$ cat src/rtl/accum_stage_pkg.sv
// ---------------------------------------------------------------------------
// accum_stage_pkg
// Shared definitions for the accumulation stage:
//   - default datapath width (N_DEF) and operand-count width (LEN_W_DEF)
//   - FSM state enumeration (IDLE / ACCUM / DONE)
//   - saturation bounds MAX_POS / MAX_NEG at the default width; the top
//     scales them to N by keeping the sign bit and filling the rest.
// ---------------------------------------------------------------------------
package accum_stage_pkg;

  localparam int N_DEF     = 32;
  localparam int LEN_W_DEF = 8;

  typedef enum logic [1:0] {
    ST_IDLE  = 2'd0,
    ST_ACCUM = 2'd1,
    ST_DONE  = 2'd2
  } state_e;

  localparam logic [31:0] MAX_POS = 32'h7FFF_FFFF;
  localparam logic [31:0] MAX_NEG = 32'h8000_0000;

endpackage : accum_stage_pkg

$ cat src/rtl/accum_stage_csa.sv
// ---------------------------------------------------------------------------
// carry_select_adder
// N-bit adder built from 4-bit carry-select blocks. Each block precomputes
// its nibble sum for carry-in 0 and 1; the incoming block carry picks one.
// Ports:
//   a_i, b_i  [N-1:0]  addends
//   cin_i              carry-in
//   sum_o     [N-1:0]  sum (mod 2^N)
//   cout_o             carry-out of the top bit
// N must be a multiple of 4.
// ---------------------------------------------------------------------------
module carry_select_adder #(
  parameter int N = 32
) (
  input  logic [N-1:0] a_i,
  input  logic [N-1:0] b_i,
  input  logic         cin_i,
  output logic [N-1:0] sum_o,
  output logic         cout_o
);

  localparam int NB = N / 4;

  logic [NB:0] c_s;

  assign c_s[0] = cin_i;

  for (genvar g = 0; g < NB; g++) begin : g_blk
    logic [4:0] s0_s;
    logic [4:0] s1_s;

    // Both candidate nibble sums; s1 never exceeds 5'd31, so no wrap.
    assign s0_s = {1'b0, a_i[4*g +: 4]} + {1'b0, b_i[4*g +: 4]};
    assign s1_s = s0_s + 5'd1;

    assign sum_o[4*g +: 4] = c_s[g] ? s1_s[3:0] : s0_s[3:0];
    assign c_s[g+1]        = c_s[g] ? s1_s[4]   : s0_s[4];
  end

  assign cout_o = c_s[NB];

endmodule : carry_select_adder

$ cat src/rtl/accum_stage.sv
// ---------------------------------------------------------------------------
// accum_stage
// Accumulates len_i signed operands over a valid/ready stream and presents
// the sum plus sticky signed-overflow and unsigned-carry flags on a
// valid/ready result port.
// Ports:
//   clk, rst_n                 clock, asynchronous active-low reset
//   start_i, len_i             request + operand count (taken in IDLE only)
//   busy_o                     high in ACCUM or DONE
//   op_valid_i/op_ready_o      operand handshake, op_data_i [N-1:0]
//   res_valid_o/res_ready_i    result handshake
//   res_sum_o [N-1:0]          accumulator register
//   res_of_o, res_carry_o      sticky flags for the current accumulation
// Configuration macro:
//   ACCUM_STAGE_SAT_EN  - overflowing steps clamp to the signed max/min
//                         instead of wrapping (res_of_o still sets).
// ---------------------------------------------------------------------------
module accum_stage
  import accum_stage_pkg::*;
#(
  parameter int N     = N_DEF,
  parameter int LEN_W = LEN_W_DEF
) (
  input  logic             clk,
  input  logic             rst_n,
  input  logic             start_i,
  input  logic [LEN_W-1:0] len_i,
  output logic             busy_o,
  input  logic             op_valid_i,
  output logic             op_ready_o,
  input  logic [N-1:0]     op_data_i,
  output logic             res_valid_o,
  input  logic             res_ready_i,
  output logic [N-1:0]     res_sum_o,
  output logic             res_of_o,
  output logic             res_carry_o
);

  localparam logic [LEN_W-1:0] CNT_ONE = LEN_W'(1);

  state_e           state_q, state_d;
  logic [N-1:0]     acc_q, acc_d;
  logic [LEN_W-1:0] cnt_q, cnt_d;
  logic             of_q, of_d;
  logic             carry_q, carry_d;

  logic [N-1:0]     add_sum_s;
  logic             add_cout_s;
  logic             ovf_s;
  logic [N-1:0]     acc_next_s;

  carry_select_adder #(
    .N (N)
  ) u_adder (
    .a_i    (acc_q),
    .b_i    (op_data_i),
    .cin_i  (1'b0),
    .sum_o  (add_sum_s),
    .cout_o (add_cout_s)
  );

  // Signed overflow: operands agree in sign but the sum does not.
  assign ovf_s = (acc_q[N-1] == op_data_i[N-1]) && (add_sum_s[N-1] != acc_q[N-1]);

`ifdef ACCUM_STAGE_SAT_EN
  localparam logic [N-1:0] SAT_POS = {MAX_POS[31], {(N-1){1'b1}}};
  localparam logic [N-1:0] SAT_NEG = {MAX_NEG[31], {(N-1){1'b0}}};

  // Clamp toward the sign both operands share when the step overflows.
  always_comb begin
    acc_next_s = add_sum_s;
    if (ovf_s) begin
      acc_next_s = acc_q[N-1] ? SAT_NEG : SAT_POS;
    end else begin
      acc_next_s = add_sum_s;
    end
  end
`else
  // Wrapping accumulation: the raw adder sum is always taken.
  always_comb begin
    acc_next_s = add_sum_s;
  end
`endif

  // Next-state and datapath update for IDLE / ACCUM / DONE.
  always_comb begin
    state_d = state_q;
    acc_d   = acc_q;
    cnt_d   = cnt_q;
    of_d    = of_q;
    carry_d = carry_q;
    case (state_q)
      ST_IDLE: begin
        if (start_i) begin
          acc_d   = '0;
          of_d    = 1'b0;
          carry_d = 1'b0;
          cnt_d   = len_i;
          state_d = (len_i == '0) ? ST_DONE : ST_ACCUM;
        end else begin
          state_d = ST_IDLE;
        end
      end
      ST_ACCUM: begin
        if (op_valid_i) begin
          acc_d   = acc_next_s;
          of_d    = of_q | ovf_s;
          carry_d = carry_q | add_cout_s;
          cnt_d   = cnt_q - CNT_ONE;
          state_d = (cnt_q == CNT_ONE) ? ST_DONE : ST_ACCUM;
        end else begin
          state_d = ST_ACCUM;
        end
      end
      ST_DONE: begin
        if (res_ready_i) begin
          state_d = ST_IDLE;
        end else begin
          state_d = ST_DONE;
        end
      end
      default: begin
        state_d = ST_IDLE;
      end
    endcase
  end

  // State and datapath registers; reset discards any partial result.
  always_ff @(posedge clk or negedge rst_n) begin
    if (!rst_n) begin
      state_q <= ST_IDLE;
      acc_q   <= '0;
      cnt_q   <= '0;
      of_q    <= 1'b0;
      carry_q <= 1'b0;
    end else begin
      state_q <= state_d;
      acc_q   <= acc_d;
      cnt_q   <= cnt_d;
      of_q    <= of_d;
      carry_q <= carry_d;
    end
  end

  // Handshake outputs decode the state register only.
  assign op_ready_o  = (state_q == ST_ACCUM);
  assign res_valid_o = (state_q == ST_DONE);
  assign busy_o      = (state_q != ST_IDLE);
  assign res_sum_o   = acc_q;
  assign res_of_o    = of_q;
  assign res_carry_o = carry_q;

endmodule : accum_stage

$ cat config.mk
export PLATFORM = sky130hd
export DESIGN_NAME = accum_stage
export DESIGN_NICKNAME = d
export VERILOG_FILES = /design/src/rtl/accum_stage_pkg.sv /design/src/rtl/accum_stage_csa.sv /design/src/rtl/accum_stage.sv
export SDC_FILE = /design/constraint.sdc
export NUM_CORES = 1
export LEC_CHECK = 0
export BUFFER_PORTS_ARGS = -buffer_cell sky130_fd_sc_hd__buf_2
export CAP_MARGIN = 20
export CORE_MARGIN = 5
export CORE_UTILIZATION = 45
export CTS_CLUSTER_SIZE = 28
export DETAILED_ROUTE_END_ITERATION = 7
export GPL_TIMING_DRIVEN = 0
export PLACE_DENSITY = 0.67
export SETUP_SLACK_MARGIN = 0.1
export SLEW_MARGIN = 10
export SYNTH_ARGS = -nofsm -noshare
export SYNTH_HDL_FRONTEND = slang
export SYNTH_SLANG_ARGS = --single-unit
$ cat constraint.sdc
create_clock -name clk -period 7.5 [get_ports clk]
set_clock_uncertainty 0.1 [all_clocks]
set_input_delay 0 -clock clk [delete_from_list [all_inputs] [get_ports clk]]
set_output_delay 0 -clock clk [all_outputs]
set_load 0.02 [all_outputs]
==> summary.md <==
| Metric | Value |
|---|---|
| Status | `finished, final reports clean` |
| Detail-routed via count per cell | `approximately 5.4` |
| Area post-placement | `0.004001 mm2` |
| Ant. Diodes | `0` |
| Vias in the first global route | `roughly 3200` |
| Initial antenna violation count | `0` |
| Syn Inst Count | `374` |
| Core ar. | `around 0.0076 mm2` |
| Worst R2R Path Depth | `14` |
| Area leader, netlist | `dfrtp_1` |
| Worst Hold Endpoint | `res_sum_o[0]` |
| Top area cells in the synthesized netlist | `dfrtp_1, ha_1, xnor2_1, nand2_1, o21ai_0` |
| Post-DRT Antenna Nets | `0` |
| Starting Density | `0.4559` |
| CTS Buf Count | `5` |
| RR Startpoint | `res_sum_o[4]` |
| Overflow after GRT | `0` |
| Max H-tree Level | `2` |
| WHS Path Cells | `4` |
| Filler cells | `around 740` |
| Post-CTS Resized | `0` |
| Post-synth EDFFs | `0` |
| Post-CTS setup buffers | `0` |
| Core Util, Final | `0.5586` |
| Critical-path maximum fanout | `3` |
| Die width | `just under 100 um` |
| WP data arrival | `5.19 ns` |
| Sw power | `slightly below 900 uW` |
| Comb power frac | `0.664` |
| CP endpoint kind | `flop` |
| YS warnings | `0` |
| Maximum vdd drop | `between 0.0002 and 0.00025 V` |
| Setup TNS | `0 ns` |
| Global-route wire length before repair | `14250 um` |
| Overall routing resource usage | `0.1766` |
| Tcrit/Tclk final | `0.6748` |
| Final nets | `570` |
| Most common cell on crit path | `mux2i_1` |
| Final Hold Vio Count | `0` |
| Buf+Inv Stages, Crit Path | `1` |
| DR iter-0 viols | `about 80` |
| Post-CTS Hold Buffers | `13` |
| Synth top area share | `0.3175` |
| Total clock sinks | `44` |
| Post-DP HPWL | `6300 um` |
| Most used DFF post-synth | `dfrtp_1` |
| Largest net degree at the start of global routing | `45` |
| DR vias | `3112` |
| Worst EP required | `around 7.6 ns` |
| Clock buffer depth | `2` |
| Switching share of power | `0.4814` |
| Worst hold start | `op_data_i[0]` |
| F_max | `slightly below 200 MHz` |
| Post-synth top cells | `dfrtp_1, nand2_1, ha_1` |
| Share of cells above drive strength 1 | `0.1950` |
| Area Growth Syn to Fin | `22.51%` |
| Seq/Total Area, Yosys | `0.3175` |
| Clock transition at path regs | `roughly 0.08 ns` |
| Design area | `about 0.0042 mm2` |
| Setup-failing EPs final | `0` |
| Pleak | `a little over 0.002 uW` |
| Syn_nets | `~470` |
| I/O Pins | `between 80 and 90` |
| Type of the worst min-delay path | `primary input to flop` |
| Post-synth cell types | `43` |
| Max_slew headroom | `0.6085` |
| CTS tree | `yes` |
| Die height | `between 90 and 100 um` |
| Avg Cell Area, Syn | `a little over 9 um2` |
| Crit-path max cell delay | `between 0.5 and 0.6 ns` |
| Seq cells post-synth | `between 40 and 50` |
| WL final | `approximately 8000 um` |
| Clk_lat worst skew | `approximately 0.30 ns` |
| Final GP Congestion | `0.8111` |
| Kind of critical path | `flop to flop` |
| Router iterations before antenna repair | `4` |
| RSZ-0062 raised after global routing | `false` |
| Slew Viols, Final | `0` |
| CTS Root Buffer Type | `clkbuf_8` |
| Min Tclk post-route | `between 5 and 6 ns` |
| WL/cell | `about 14 um` |
| Reg2Reg Setup Slack | `~2.4 ns` |
| Power per standard cell area | `roughly 430 mW/mm2` |
| Die area | `0.009563 mm2` |
| Cell Area, Synth | `around 0.0035 mm2` |
| CP Launch Type | `flop` |
| Cell family with most CP delay | `multiplexers` |
| Internal | `956.0 uW` |
| # DRC | `0` |
| Worst-Margin Slew | `approximately 0.59 ns` |
| FP Rows | `32` |
| Clock power share | `0.085` |
| Asr flop ratio synth | `1.000` |
| Port bufs | `between 80 and 90` |
| Max-Cap Viols | `0` |
| Crit Reg-Reg Endpoint | `res_of_o` |
| Max stage delay cell, worst path | `dlygate4sd3_1` |
| Register share of total power | `0.251` |
| CP cell instances | `ha_1, fa_1, ha_1, nand2_1, a2111oi_4, mux2i_1, mux2i_1, mux2i_1, mux2i_1, mux2i_1, mux2i_1, xnor2_1, o31ai_2, dlygate4sd3_1` |
## worst register-to-register path, stage by stage (launching register included)
cell           delay [ns]
dfrtp_1              0.41
ha_1                 0.22
fa_1                 0.55
ha_1                 0.18
nand2_1              0.10
a2111oi_4            0.40
mux2i_1              0.34
mux2i_1              0.35
mux2i_1              0.35
mux2i_1              0.35
mux2i_1              0.42
mux2i_1              0.34
xnor2_1              0.13
o31ai_2              0.17
dlygate4sd3_1        0.57
## routing by layer
metal  global-route usage  up-vias  routed length (um)
met2               0.3142       82                4054
met4              0.04792        0                  97
li1                     -     1533                   -
met1               0.2149     1488                3621
met3              0.04000        9                 450
met5                    0        -                   0
## cells in the final DEF, fill, tap and decap left out, drive strengths merged, types with 4 or more instances in the layout
master       netlist  layout
buf                0      82
nand2             44      44
dfrtp             44      44
ha                41      41
o21ai             36      36
a21oi             29      29
xnor2             28      28
clkbuf            11      19
nor2              17      17
a21o              14      14
mux2i             13      13
dlygate4sd3        0      13
inv               12      12
xor2              11      11
nand3              9       9
fa                 8       8
nor3               6       6
and3               6       6
o31ai              5       5
nor2b              4       4
nand4              4       4
nand4b             4       4
## cell type report
type	count	area [um2]	share of cell area
timing repair buffer	95	563.0	0.1325
multi-input combinational	307	2281	0.5368
buffer	11	41.29	0.009717
clock buffer	8	90.09	0.02120
tap	102	127.6	0.03004
inverter	12	45.04	0.01060
sequential	44	1101	0.2591
## registers in the layout (all words and copies together) (netlist names)
register and flops:
cnt_q 8, res_sum_o 32, res_carry_o 1, state_q 2, res_of_o 1
## power groups by stage
stage / Clock, uW / Sequential [uW] / Combinational [uW]
floorplan: 0 / 557 / 822
finish: 156 / 463 / 1220
global route: 171 / 485 / 1380
detailed placement: 0 / 469 / 1210
CTS: 162 / 465 / 1230
global placement: 0 / 464 / 1180
## cell families after synthesis
family,count (synthesis),synth area share
muxes,14,0.04076
adders and majority gates,49,0.1941
buffers and inverters,23,0.02489
AOI/OAI and AO/OA,96,0.1688
xor gates and xnor gates,39,0.1007
and+or+nand+nor,109,0.1533
DFF,44,0.3175
## how the worst max path moves through the flow
stage | to | cells past startpoint | start | slack, ns
2_1_floorplan | res_carry_o | 13 | res_sum_o[4] | 3.24
4_1_cts | res_of_o | 14 | res_sum_o[4] | 2.41
5_1_grt | res_of_o | 14 | res_sum_o[4] | 2.08
3_5_place_dp | res_carry_o | 13 | res_sum_o[4] | 2.96
3_3_place_gp | res_sum_o[30] | 13 | res_sum_o[4] | 2.95
6_report | res_of_o | 14 | res_sum_o[4] | 2.44
## metrics by stage
step	instances	hold WS, ns	setup WS (ns)	total power, uW
after global placement	557	0.1496	2.955	1647
after floorplan	374	-0.3956	3.244	1378
after CTS	578	0.005688	2.412	1861
after global routing	579	0.04751	2.083	2041
final	579	0.01150	2.439	1844
after detailed placement	557	0.1494	2.964	1684
No activity file was read; power rests on OpenSTA's default activity.
